$ cat src/rtl/fifo_pkg.sv
// fifo_pkg: shared FIFO status-FSM states and depth derivation.
//   fifo_state_e : EMPTY=2'b00, PARTIAL=2'b01, FULL=2'b10 (2'b11 illegal)
//   depth_of()   : FIFO depth for a given pointer width (2**width)
package fifo_pkg;

   typedef enum logic [1:0] {
      EMPTY   = 2'b00,
      PARTIAL = 2'b01,
      FULL    = 2'b10
   } fifo_state_e;

   function automatic int depth_of(input int width);
      return 1 << width;
   endfunction

endpackage

$ cat src/rtl/fifo_ptr_counter.sv
// fifo_ptr_counter: enable-gated wrapping pointer counter, async active-low reset.
//   clock   : rising-edge clock
//   reset   : asynchronous, active-low reset (count returns to 0)
//   en_i    : advance the pointer by one this cycle
//   count_o : current pointer, wraps modulo 2**WIDTH
module fifo_ptr_counter #(
   parameter int WIDTH = 3
) (
   input  logic             clock,
   input  logic             reset,
   input  logic             en_i,
   output logic [WIDTH-1:0] count_o
);

   logic [WIDTH-1:0] count_q;

   // Natural binary overflow provides the modulo-DEPTH wrap.
   always_ff @(posedge clock or negedge reset)
      if (!reset) count_q <= '0;
      else if (en_i) count_q <= count_q + WIDTH'(1);

   assign count_o = count_q;

endmodule

$ cat src/rtl/fifo_read_status.sv
// fifo_read_status: FIFO read pointer, occupancy count, status FSM and error flags.
//   clock, reset        : rising-edge clock, asynchronous active-low reset
//   write_Enable        : raw write request (shared with the write-pointer stage)
//   read_Enable         : raw read request
//   sig_Full/sig_Empty  : occupancy status, decoded from registered count only
//   read_Pointer        : memory read address
//   fifo_Count          : occupancy 0..DEPTH
//   read_Valid          : memory read data valid (one cycle after accepted read)
//   fifo_State          : status FSM (EMPTY/PARTIAL/FULL)
//   overflow_Err        : sticky, write attempted while full
//   underflow_Err       : sticky, read attempted while empty
//   almost_Full/Empty   : present only when FIFO_ALMOST_FLAGS_EN is defined
module fifo_read_status
   import fifo_pkg::*;
#(
   parameter int BUFFER_WIDTH     = 3,
   parameter int ALMOST_FULL_LVL  = 6,
   parameter int ALMOST_EMPTY_LVL = 2
) (
   input  logic                  clock,
   input  logic                  reset,
   input  logic                  write_Enable,
   input  logic                  read_Enable,
   output logic                  sig_Full,
   output logic                  sig_Empty,
   output logic [BUFFER_WIDTH-1:0] read_Pointer,
   output logic [BUFFER_WIDTH:0]   fifo_Count,
   output logic                  read_Valid,
   output logic [1:0]            fifo_State,
   output logic                  overflow_Err,
`ifdef FIFO_ALMOST_FLAGS_EN
   output logic                  underflow_Err,
   output logic                  almost_Full,
   output logic                  almost_Empty
`else
   output logic                  underflow_Err
`endif
);

   localparam int DEPTH = depth_of(BUFFER_WIDTH);
   localparam int CW    = BUFFER_WIDTH + 1;
   localparam logic [CW-1:0] DEPTH_C = CW'(DEPTH);

   // Thresholds beyond the FIFO depth can never be reached; reject them early.
   if (ALMOST_FULL_LVL > DEPTH || ALMOST_EMPTY_LVL > DEPTH || ALMOST_FULL_LVL < 0 || ALMOST_EMPTY_LVL < 0) begin : g_lvl_check
      $error("fifo_read_status: almost thresholds out of range");
   end

   logic [CW-1:0] count_q, count_d;
   fifo_state_e   state_q, state_d;
   logic          valid_q, ovf_q, unf_q;
   logic          wr_acc, rd_acc;

   assign sig_Full  = (count_q == DEPTH_C);
   assign sig_Empty = (count_q == '0);
   // Same qualification as the write-pointer stage keeps both pointers in lock-step.
   assign wr_acc = write_Enable & ~sig_Full;
   assign rd_acc = read_Enable & ~sig_Empty;

   assign count_d = (wr_acc & ~rd_acc) ? count_q + CW'(1) :
                    (rd_acc & ~wr_acc) ? count_q - CW'(1) : count_q;

   always_comb begin
      state_d = state_q;
      case (state_q)
         EMPTY:   if (wr_acc) state_d = PARTIAL;
         PARTIAL: if (wr_acc & ~rd_acc & (count_q == DEPTH_C - CW'(1))) state_d = FULL;
                  else if (rd_acc & ~wr_acc & (count_q == CW'(1))) state_d = EMPTY;
         FULL:    if (rd_acc) state_d = PARTIAL;
         default: state_d = EMPTY;
      endcase
   end

   always_ff @(posedge clock or negedge reset)
      if (!reset) begin
         count_q <= '0;
         state_q <= EMPTY;
         valid_q <= 1'b0;
         ovf_q   <= 1'b0;
         unf_q   <= 1'b0;
      end else begin
         count_q <= count_d;
         state_q <= state_d;
         valid_q <= rd_acc;
         ovf_q   <= ovf_q | (write_Enable & sig_Full);
         unf_q   <= unf_q | (read_Enable & sig_Empty);
      end

   fifo_ptr_counter #(.WIDTH(BUFFER_WIDTH)) u_rd_ptr (
      .clock  (clock),
      .reset  (reset),
      .en_i   (rd_acc),
      .count_o(read_Pointer)
   );

   assign fifo_Count    = count_q;
   assign fifo_State    = state_q;
   assign read_Valid    = valid_q;
   assign overflow_Err  = ovf_q;
   assign underflow_Err = unf_q;

`ifdef FIFO_ALMOST_FLAGS_EN
   assign almost_Full  = (count_q >= CW'(ALMOST_FULL_LVL));
   assign almost_Empty = (count_q <= CW'(ALMOST_EMPTY_LVL));
`endif

endmodule
$ cat config.mk
export PLATFORM = sky130hd
export DESIGN_NAME = fifo_read_status
export DESIGN_NICKNAME = d
export VERILOG_FILES = /design/src/rtl/fifo_pkg.sv /design/src/rtl/fifo_ptr_counter.sv /design/src/rtl/fifo_read_status.sv
export SDC_FILE = /design/constraint.sdc
export NUM_CORES = 1
export LEC_CHECK = 0
export BUFFER_PORTS_ARGS = -buffer_cell sky130_fd_sc_hd__buf_4
export CORE_UTILIZATION = 40
export DETAILED_ROUTE_END_ITERATION = 10
export GPL_TIMING_DRIVEN = 0
export SYNTH_ARGS = -nofsm -noshare
export SYNTH_HDL_FRONTEND = slang
export SYNTH_SLANG_ARGS = --single-unit
$ cat constraint.sdc
create_clock -name clock -period 3.3 [get_ports clock]
set_input_delay 0.495 -clock clock [delete_from_list [all_inputs] [get_ports clock]]
set_output_delay 0.495 -clock clock [all_outputs]
set_load 0.1 [all_outputs]
# Word-level counts from Yosys, hierarchy flattened
# Cells that the tools add are included.
word_totals:
  latch_bits: 0
  romBits: 0
  out_inout_bits: 14
  ramBits: 0
  reg_bits: 12
  mem_count: 0
  word_cells: 42
op_classes:
  n_reduce_logical: 4
  div_mod_pow: 0
  n_addsub: 3
  bitwise_logic: 14
  n_eq_ne: 8
  muxes: 7
  shift: 0
  multipliers: 0
  n_lt_le_gt_ge: 0
ops:
  columns: ["op", "count"]
  rows:
  - ["$and 1x1->1", 8]
  - ["$mux 2", 4]
  - ["$mux 4", 2]
  - ["$pmux 2 s3", 1]
  - ["$add 4x1->4 const B", 1]
  - ["$eq 4x1->1 const B", 1]
  - ["$eq 4x3->1 const B", 1]
  - ["$eq 4x4->1 const B", 1]
  - ["$logic_not 4->1", 1]
  - ["$ne 2x2->1 const B", 2]
  - ["$not 1->1", 4]
  - ["$sub 4x1->4 const B", 1]
  - ["$add 3x1->3 const B", 1]
  - ["$ne 3x3->1 const B", 1]
  - ["$reduce_and 3->1", 1]
  - ["$eq 2x1->1 const B", 1]
  - ["$eq 2x2->1 const B", 1]
  - ["$logic_not 2->1", 1]
  - ["$or 1x1->1", 2]
  - ["$reduce_bool 2->1", 1]

# Depth between registers and ports, before layout
# Gate-level depths: netlist (run 1).
logic_depth:
  depth_word: 9
  depth_mapped: 9

# Hierarchy
# From an unflattened synthesis (run 1), not the netlist that was laid out.
unflattened:
  cells_unflattened: 55
  hier_area_um2: 628.1
by_module_without_submodules:
  columns: ["mod", "area_per_inst_um2", "seq_area_each_um2", "n_inst", "cells_per_inst"]
  rows:
  - ["fifo_read_status", 504.2, 225.2, 1, 47]
  - ["fifo_ptr_counter", 123.9, 75.1, 1, 8]

# Least setup slack after synthesis (run 1)
# Ideal clock, no wire load.
synth_timing:
  path_type: "register to register"
  from: "register count_q[0], in the netlist fifo_Count[0]"
  to: "register count_q[3], in the netlist fifo_Count[3]"
  path_slack_ns: 0.523
  n_path_buf: 0
  required_time_ns: 3.136
  arrival_ns: 2.613
  setup_ns: 0.164
  path_stages_with_launch: 9
  cell_sequence: "dfrtp_1 inv_1 ha_1 or3b_4 nand2_4 ha_1 or4_1 a21oi_2 xor2_1"
synth_between:
  elab_chain_len: 6
synth_lines:
  columns: ["item", "line_no", "rtl"]
  rows:
  - ["start: declaration", "fifo_read_status.sv:49", "logic [CW-1:0] count_q, count_d;"]
  - ["start signal: assignment", "fifo_read_status.sv:82", "count_q <= count_d;"]
  - ["parallel branches: the longest is 6 deep, another holds $sub 4x1->4", null, null]
# Several ways; the timed one is not identified. The select of a mux whose other input is x is not followed.
# A chain may end at the register's enable or synchronous reset.

# Worst setup path in the final report (run 1)
layout_timing:
  from: "register count_q[0], in the netlist fifo_Count[0]"
  to: "output port sig_Empty"
layout_between:
  elab_chain_len: 1
layout_lines:
  columns: ["item", "line_no", "rtl"]
  rows:
  - ["$logic_not 4->1", "fifo_read_status.sv:55", "assign sig_Empty = (count_q == '0);"]
  - ["end: declaration", "fifo_read_status.sv:25", "output logic sig_Empty,"]
# No other way between the ends.

==> results.sh, run 1 <==
export IMPL_cp_top_family="flip-flops"
export IMPL_io_pins=18
export IMPL_htree_levels=1
export IMPL_drv_cap=0
export IMPL_cts_resized_gates=0
export IMPL_crit_type="flip-flop to primary output"
export IMPL_synth_nets=64
export IMPL_n_antenna_cell=0
export IMPL_viasPerCell=4.92
export IMPL_drt_initial_drc_count=2
export IMPL_worstPathMaxFanout=7
export IMPL_nets=86
export IMPL_cts_sinks=12
export IMPL_drcViolationCount=0
export IMPL_wl_per_cell_microns=12.2
export IMPL_grt_pass1_vias=443
export IMPL_grt_ovfl_total=0
export IMPL_die_area_sq_mm=0.00174
export IMPL_crit_slowest_cell="dfrtp_1"
export IMPL_routed_wl_mm=1.09
export IMPL_nFillCells=130
export IMPL_gp_congestion=0.724
export IMPL_cts_hold_buf=0
export IMPL_relSlewSlack_pct=81.6
export IMPL_crit_required_ns=2.80
export IMPL_ys_seq_elements=12
export IMPL_timing_fmax_mhz=440
export IMPL_die_y_microns=41.7
export IMPL_cts_setup_buffers=0
export IMPL_period_needed_ns=2.27
export IMPL_final_cell_mix="buf_4 (17), dfrtp_1 (12), ha_1 (6)"
export IMPL_clock_root_buffer="clkbuf_4"
export IMPL_cp_buffers_inverters=3
export IMPL_layout_commonest_cell="buf_4"
export IMPL_setup_tns_ns=0
export IMPL_critPathMaxStageDelay_ns=0.46
export IMPL_port_buffers=17
export IMPL_firstDrtPassIters=4
export IMPL_post_route_period_util_pct=68.9
export IMPL_worstMarginPinSlew_ns=0.279
export IMPL_hold_violations=0
export IMPL_worst_clock_skew_ns=0.00591
export IMPL_critical_path_arrival_ns=1.78
export IMPL_path_clk_slew_ns=0.07
export IMPL_setup_viol=0
export IMPL_grtUsageTotal_pct=15.7
export IMPL_clk_latency_ns=0.27
export IMPL_vias=438
export IMPL_grt_max_degree=13
export IMPL_yosysSeqAreaShare_pct=47.6
export IMPL_numCtsBuffers=3
export IMPL_synth_cell_type_count=25
export IMPL_maxSlewViolCount=0
export IMPL_yosysWarnings=0
export IMPL_die_w_microns=41.7
export IMPL_ctsLongestPathBuffers=2
export IMPL_syn_area_sq_um=631
export IMPL_initial_utilization_pct=45.6
export IMPL_drive_gt1_share_pct=35.1
export IMPL_path_cells="inv_1 > ha_1 > or3b_4 > inv_1 > buf_4"
export IMPL_ant_nets=0
export IMPL_final_util_pct=57.8
export IMPL_cp_start_kind="flip-flop"
export IMPL_fp_row_count=13
export IMPL_cts_tree="built"
export IMPL_coreArea_sq_mm=0.00138
export IMPL_antenna_found_initial=0
export IMPL_setup_worst_path_end_class="primary output"
export IMPL_syn_avg_cell_area_sq_um=11.7
export IMPL_synth_cells=54
export IMPL_grt_pass1_wl_mm=1.98
export IMPL_status="finished, final reports clean"
export IMPL_syn_to_final_growth_pct=26.8
export IMPL_hp_class="primary input to async pin"
export IMPL_rsz0062_at_grt="no"
export IMPL_critPathMostFrequentCell="inv_1"
[flip-flops by register name, summed over array words and instances, names as in the netlist]
name / cells
overflow_Err: 1
u_rd_ptr.count_o: 3
fifo_Count: 4
fifo_State: 2
read_Valid: 1
underflow_Err: 1
[cell usage after synthesis]
library cell	instances	area, sq um
a21o_1	2	15.0
a21oi_2	1	8.76
and2_1	1	6.26
dfrtp_1	12	300
ha_1	6	75.1
inv_1	5	18.8
inv_2	1	3.75
mux2_4	1	15.0
mux2i_1	1	10.0
nand2_1	1	3.75
nand2_4	1	11.3
nand2b_1	2	12.5
nand3_1	2	10.0
nand3b_1	2	15.0
nand4_1	1	6.26
nand4b_1	1	8.76
nor2_1	2	7.51
o211ai_1	1	7.51
o21ai_0	1	5.00
o22ai_1	1	6.26
or3b_4	1	11.3
or4_1	1	7.51
or4bb_2	1	12.5
xnor2_1	3	26.3
xor2_1	3	26.3
[path summary, 6_finish.rpt]
path                                            from                         to  depth (start not counted)  slack, ns
max                        fifo_Count[0]$_DFFE_PN0P_                  sig_Empty                          5       1.03
min                                            reset       read_Valid$_DFF_PN0_                          1       0.05
max reg2reg                fifo_Count[0]$_DFFE_PN0P_  fifo_Count[3]$_DFFE_PN0P_                          8       1.06
min reg2reg                  underflow_Err$_DFF_PN0_    underflow_Err$_DFF_PN0_                          1       0.46
max in group asynchronous                      reset  fifo_Count[0]$_DFFE_PN0P_                          1       3.09
min in group clock                      write_Enable     overflow_Err$_DFF_PN0_                          2       0.44
[cell type report]
cell class                 instances  area (sq um)  area share, %
sequential                        12           300           37.6
clock buffer                       3          22.5           2.82
tap                               15          18.8           2.35
timing repair buffer              17           128           16.0
multi-input combinational         36           308           38.5
inverter                           6          22.5           2.82
[stage by stage]
step                hold WS (ns)  cells  cell area [sq um]  setup slack, ns
CTS                       0.0462     89                800             1.01
global placement           0.342     86                777             1.07
floorplan                  0.199     54                631            0.523
finish                    0.0484     89                800             1.03
detailed placement         0.343     86                777             1.06
global route              0.0536     89                800            0.902
[layer usage]
| metal | GRT usage [%] | wire, microns | vias to the layer above |
|---|---|---|---|
| met1 | 20.8 | 561 | 200 |
| met5 | 0 | 0 | - |
| met2 | 21.9 | 449 | 10 |
| li1 | - | - | 224 |
| met3 | 3.91 | 39 | 4 |
| met4 | 11.6 | 38 | 0 |
[kinds of logic after synthesis]
group,count (synthesis),synth area share (%)
and+or+nand+nor,16,17.9
DFF,12,47.6
AOI/OAI and AO/OA,6,6.75
xor gates and xnor gates,6,8.33
buffers and inverters,6,3.57
adders and majority gates,6,11.9
muxes,2,3.97
[worst reg2reg max path: stages (launching register included)]
cell	delay, ns
dfrtp_1	0.46
inv_1	0.07
ha_1	0.23
or3b_4	0.26
nand2_4	0.07
ha_1	0.27
or4_1	0.51
a21oi_2	0.16
xor2_1	0.14
Power of run 1 is left out: the tool's default activity adds up to more than one toggle a clock period on the data nets, which glitch-free logic cannot reach.
==> inputs of run 2 (changes only) <==
ABC_AREA = 1   (was not set)
clock period = 2.2 ns   (was 3.3 ns; I/O delays follow)
==> run 2 against run 1 <==
The flow now finishes with violations (design-rule violations). Synthesized area is 9.3% higher. Count of clock-buffer cells in the layout is 1 higher. Flip-flop and latch count stayed put. Cell count up 38%. Critical path depth is the same.
==> results.sh, run 2 <==
export IMPL_routed_wl_mm=1.27
export IMPL_die_y_microns=43.5
export IMPL_grt_pass1_vias=500
export IMPL_coreArea_sq_mm=0.00156
export IMPL_routedLengthMet1_microns=608
export IMPL_htree_levels=1
export IMPL_yosysSeqAreaShare_pct=43.6
export IMPL_cts_sinks=12
export IMPL_vias=570
export IMPL_worstPathMaxFanout=7
export IMPL_status="complete, but fails checks"
export IMPL_ys_seq_elements=12
export IMPL_synth_edf_count=0
export IMPL_hpwl_microns=957
export IMPL_whs_path_depth=2
export IMPL_n_antenna_cell=0
export IMPL_hp_class="primary input to flip-flop"
export IMPL_seq_area_sq_um=310
export IMPL_drt_initial_drc_count=11
export IMPL_hold_slack_ns=0.325
export IMPL_drcViolationCount=4
export IMPL_cts_tree="built"
export IMPL_final_cell_mix="nand2_1 (20), buf_4 (17), inv_1 (16)"
export IMPL_die_w_microns=43.5
export IMPL_setup_viol=0
export IMPL_pre_cts_ws_ns=0.468
export IMPL_initial_utilization_pct=44.2
export IMPL_nets=118
export IMPL_cts_resized_gates=0
export IMPL_multi_input_area_sq_um=360
export IMPL_viasPerCell=4.63
export IMPL_worstMarginPinSlew_ns=0.280
export IMPL_synth_top_area_share_pct=43.6
export IMPL_fp_row_count=14
export IMPL_grtUsageTotal_pct=14.8
export IMPL_final_util_pct=60.3
export IMPL_timing_fmax_mhz=538
export IMPL_synth_nets=95
export IMPL_synth_cells=85
export IMPL_firstDrtPassIters=7
export IMPL_crit_required_ns=1.87
export IMPL_die_area_sq_mm=0.00189
export IMPL_gp_congestion=0.697
export IMPL_rsz0062_at_grt="no"
export IMPL_crit_type="flip-flop to primary output"
export IMPL_setup_worst_path_end_class="primary output"
export IMPL_synthTopCellsByCount="inv_1 (20), nand2_1 (20), dfrtp_1 (12)"
export IMPL_synthFlopType="dfrtp_1"
export IMPL_violations="design-rule violations"
export IMPL_setup_ws_ns=0.340
export IMPL_clock_root_buffer="clkbuf_4"
export IMPL_layout_commonest_cell="nand2_1"
export IMPL_synthTopCellsByArea="dfrtp_1 (44%), ha_1 (11%), inv_1 (11%)"
export IMPL_wl_per_cell_microns=10.3
export IMPL_maxSlewViolCount=0
export IMPL_yosysWarnings=0
export IMPL_grt_pass1_wl_mm=2.00
export IMPL_relSlewSlack_pct=81.5
export IMPL_drive_gt1_share_pct=35.5
export IMPL_syn_area_sq_um=689
export IMPL_drv_cap=0
export IMPL_grt_max_degree=13
export IMPL_wl_met2_microns=592
export IMPL_critical_path_arrival_ns=1.53
export IMPL_ant_nets=0
export IMPL_routed_top_layer="met3"
export IMPL_wl_met3_microns=66
export IMPL_post_route_period_util_pct=84.5
export IMPL_synth_cell_type_count=17
export IMPL_largest_register_ffs=4
export IMPL_syn_to_final_growth_pct=36.3
export IMPL_cp_start_kind="flip-flop"
export IMPL_numCtsBuffers=3
export IMPL_worst_clock_skew_ns=0.0114
export IMPL_grt_ovfl_total=0
export IMPL_hold_violations=0
export IMPL_port_buffers=17
export IMPL_clk_latency_ns=0.28
export IMPL_reg2reg_depth=13
export IMPL_antenna_found_initial=0
export IMPL_nFillCells=140
export IMPL_path_clk_slew_ns=0.08
export IMPL_period_needed_ns=1.86
export IMPL_io_pins=18
export IMPL_async_flop_share_pct=100
export IMPL_synth_top_cell_by_area="dfrtp_1"
export IMPL_ctsLongestPathBuffers=2
export IMPL_syn_avg_cell_area_sq_um=8.11
-- run 2: cells by family after synthesis --
kind of cell,share of synthesized area [%]
simple gates,22.9
xor+xnor,6.35
fa+ha+maj,10.9
flops,43.6
buf+inv,11.4
compound gates,4.90
-- run 2: path summary, 6_finish.rpt --
| kind | slack (ns) | start | endpoint |
|---|---|---|---|
| min | 0.33 | read_Enable | underflow_Err$_DFF_PN0_ |
| min reg2reg | 0.47 | underflow_Err$_DFF_PN0_ | underflow_Err$_DFF_PN0_ |
| min in group asynchronous | 0.44 | reset | underflow_Err$_DFF_PN0_ |
| max reg2reg | 0.46 | fifo_Count[0]$_DFFE_PN0P_ | fifo_Count[3]$_DFFE_PN0P_ |
| max in group asynchronous | 1.59 | reset | fifo_Count[0]$_DFFE_PN0P_ |
| max | 0.34 | fifo_Count[0]$_DFFE_PN0P_ | sig_Full |
-- run 2: through the flow --
step	TNS [ns]	instances	instance area (sq um)
after detailed placement	0	118	903
after global placement	0	118	903
final	0	123	940
after global routing	0	123	940
after CTS	0	123	940
after floorplan	-0.668	85	756
-- run 2: routing by layer --
| metal | vias to the layer above | GRT usage, % |
|---|---|---|
| met5 | - | 0 |
| met3 | 0 | 2.92 |
| met2 | 15 | 24.2 |
| li1 | 296 | - |
| met1 | 259 | 17.8 |
| met4 | 0 | 9.38 |
-- run 2: final cells by class --
cell class / count / area share (%)
Multi-Input combinational cell: 52 / 38.3
Tap cell: 16 / 2.13
Timing Repair Buffer: 18 / 14.6
Inverter: 21 / 9.05
Clock buffer: 4 / 2.80
Sequential cell: 12 / 33.0
-- run 2: worst max-delay path, cell delays in order (launching register included) --
cell	delay, ns
dfrtp_4	0.53
inv_2	0.08
ha_4	0.16
nand3_4	0.10
clkinvlp_4	0.10
buf_4	0.28
-- run 2: what timing repair did --
action,in CTS,in global routing
endpoints found under the hold margin,12,0
hold buffers,1,0
buffers inserted,0,0
Power of run 2 is left out for the same reason.
==> inputs of run 3 (changes only) <==
ABC_AREA = 0   (was 1)
PLACE_DENSITY = 0.67   (was not set)
clock period = 1.5 ns   (was 2.2 ns; I/O delays follow)
==> run 3 against run 2 <==
Cell count fell by 20%. Setup slack got worse by 0.79 ns. Via count fell by 12%. Flip-flop and latch count did not move. Non-clock buffer count rose by 8. Die area fell by 8.1%. Hold slack got worse by 0.17 ns. Routed wire length rose by 6.7%. The run ends with negative setup slack left. Sequential share of layout area fell by 1.5 points. Critical path depth rose by 3. Count of clock-buffer cells in the layout did not move. Register-to-register slack got worse by 0.91 ns.
==> results.sh, run 3 (synthesized netlist as in run 1, its figures left out) <==
export IMPL_grt_ovfl_total=0
export IMPL_syn_to_final_growth_pct=56.2
export IMPL_critPathMaxStageDelay_ns=0.43
export IMPL_port_buffers=17
export IMPL_hpwl_microns=959
export IMPL_dpl_cell_area_sq_um=842
export IMPL_clock_root_buffer="clkbuf_4"
export IMPL_nets=95
export IMPL_layout_commonest_cell="buf_4"
export IMPL_antenna_found_initial=0
export IMPL_largest_register_ffs=4
export IMPL_fin_cells=99
export IMPL_wl_per_cell_microns=13.6
export IMPL_clk_latency_ns=0.29
export IMPL_hold_violations=0
export IMPL_period_needed_ns=1.95
export IMPL_die_y_microns=41.7
export IMPL_setup_viol=12
export IMPL_grt_pass1_vias=487
export IMPL_status="complete, but fails checks"
export IMPL_gp_congestion=0.689
export IMPL_path_cells="inv_2 > ha_4 > or3b_4 > nand2_4 > ha_4 > or4_1 > a21oi_2 > xor2_1"
export IMPL_pre_cts_ws_ns=-0.541
export IMPL_io_pins=18
export IMPL_fp_row_count=13
export IMPL_initial_utilization_pct=45.6
export IMPL_routed_wl_mm=1.35
export IMPL_numCtsBuffers=3
export IMPL_die_w_microns=41.7
export IMPL_drcViolationCount=0
export IMPL_timing_fmax_mhz=514
export IMPL_rsz0062_at_grt="yes"
export IMPL_critical_path_arrival_ns=2.16
export IMPL_final_util_pct=71.2
export IMPL_setup_worst_path_end_class="flip-flop"
export IMPL_path_clk_slew_ns=0.08
export IMPL_critPathMostFrequentCell="ha_4"
export IMPL_cts_sinks=12
export IMPL_drive_gt1_share_pct=58.3
export IMPL_ant_nets=0
export IMPL_grt_max_degree=13
export IMPL_violations="negative setup slack"
export IMPL_nFillCells=106
export IMPL_worst_clock_skew_ns=0.0158
export IMPL_relSlewSlack_pct=81.6
export IMPL_crit_type="flip-flop to flip-flop"
export IMPL_drt_initial_drc_count=3
export IMPL_finalInstanceArea_sq_um=985
export IMPL_r2r_setup_slack_ns=-0.45
export IMPL_hp_class="primary input to flip-flop"
export IMPL_cp_start_kind="flip-flop"
export IMPL_crit_required_ns=1.72
export IMPL_drv_cap=0
export IMPL_vias=504
export IMPL_post_route_period_util_pct=130
export IMPL_worstMarginPinSlew_ns=0.279
export IMPL_crit_slowest_cell="dfrtp_4"
export IMPL_post_place_cells=86
export IMPL_worstPathMaxFanout=5
export IMPL_grtUsageTotal_pct=19.2
export IMPL_htree_levels=1
export IMPL_viasPerCell=5.09
export IMPL_die_area_sq_mm=0.00174
export IMPL_firstDrtPassIters=2
export IMPL_n_antenna_cell=0
export IMPL_ctsLongestPathBuffers=2
export IMPL_grt_pass1_wl_mm=2.35
export IMPL_cts_tree="built"
export IMPL_setup_ws_ns=-0.447
export IMPL_final_cell_mix="buf_4 (22), dfrtp_1 (8)"
export IMPL_coreArea_sq_mm=0.00138
export IMPL_maxSlewViolCount=0
[run 3: cell count changes in the layout (fill, tap and decap cells not counted), sizes merged, moves of 2 or more]
cell / previous run / this run
nand2b: 0 / 2
a21o: 0 / 2
inv: 20 / 4
nand3: 8 / 2
nand3b: 0 / 2
nand2: 22 / 2
nor2: 6 / 2
buf: 17 / 25
[run 3: worst max-delay path: cells and delay by family (launching register included)]
family / cells / cell delay, ns
adders and majority gates: 2 / 0.33
AOI/OAI and AO/OA: 1 / 0.15
and+or+nand+nor: 3 / 0.77
DFF: 1 / 0.43
xor gates and xnor gates: 1 / 0.14
buffers and inverters: 1 / 0.05
[run 3: layer usage]
layer  part of all wire, %  up-vias  global-route usage [%]  routed length [microns]
li1                      -      245                       -                        -
met1                    41      240                    21.7                      556
met2                    51       15                    30.6                      695
met3                   5.7        4                    8.26                       77
met4                   1.6        0                    9.68                       22
met5                     0        -                       0                        0
[run 3: repair_timing]
item / 4_1_cts / 5_1_grt
hold buffers: 1 / 0
endpoints found under the hold margin: 12 / 0
setup buffers: 7 / 1
pin swaps: 1 / 0
endpoints found under the setup margin: 10 / 13
gates resized for setup: 7 / 2
[run 3: final timing paths]
kind	start	endpoint	cells after the start
max reg2reg	fifo_Count[0]$_DFFE_PN0P_	fifo_Count[3]$_DFFE_PN0P_	8
max in group asynchronous	reset	fifo_Count[1]$_DFFE_PN0P_	2
min reg2reg	overflow_Err$_DFF_PN0_	overflow_Err$_DFF_PN0_	1
min	write_Enable	overflow_Err$_DFF_PN0_	2
max	fifo_Count[0]$_DFFE_PN0P_	fifo_Count[3]$_DFFE_PN0P_	8
min in group asynchronous	reset	read_Valid$_DFF_PN0_	2
[run 3: through the flow]
stage | hold WS (ns) | TNS (ns)
after floorplan | -0.0706 | -4.75
after detailed placement | 0.0707 | -2.72
after global routing | 0.151 | -3.79
final | 0.154 | -3.09
after CTS | 0.151 | -3.02
after global placement | 0.0702 | -2.57
[run 3: cell type report]
class	count	area (sq um)	share of cell area, %
Tap cell	15	18.8	1.91
Multi-Input combinational cell	36	358	36.3
Timing Repair Buffer	26	226	23.0
Sequential cell	12	310	31.5
Inverter	6	35.0	3.56
Clock buffer	4	36.3	3.68
Power of run 3 is left out for the same reason.
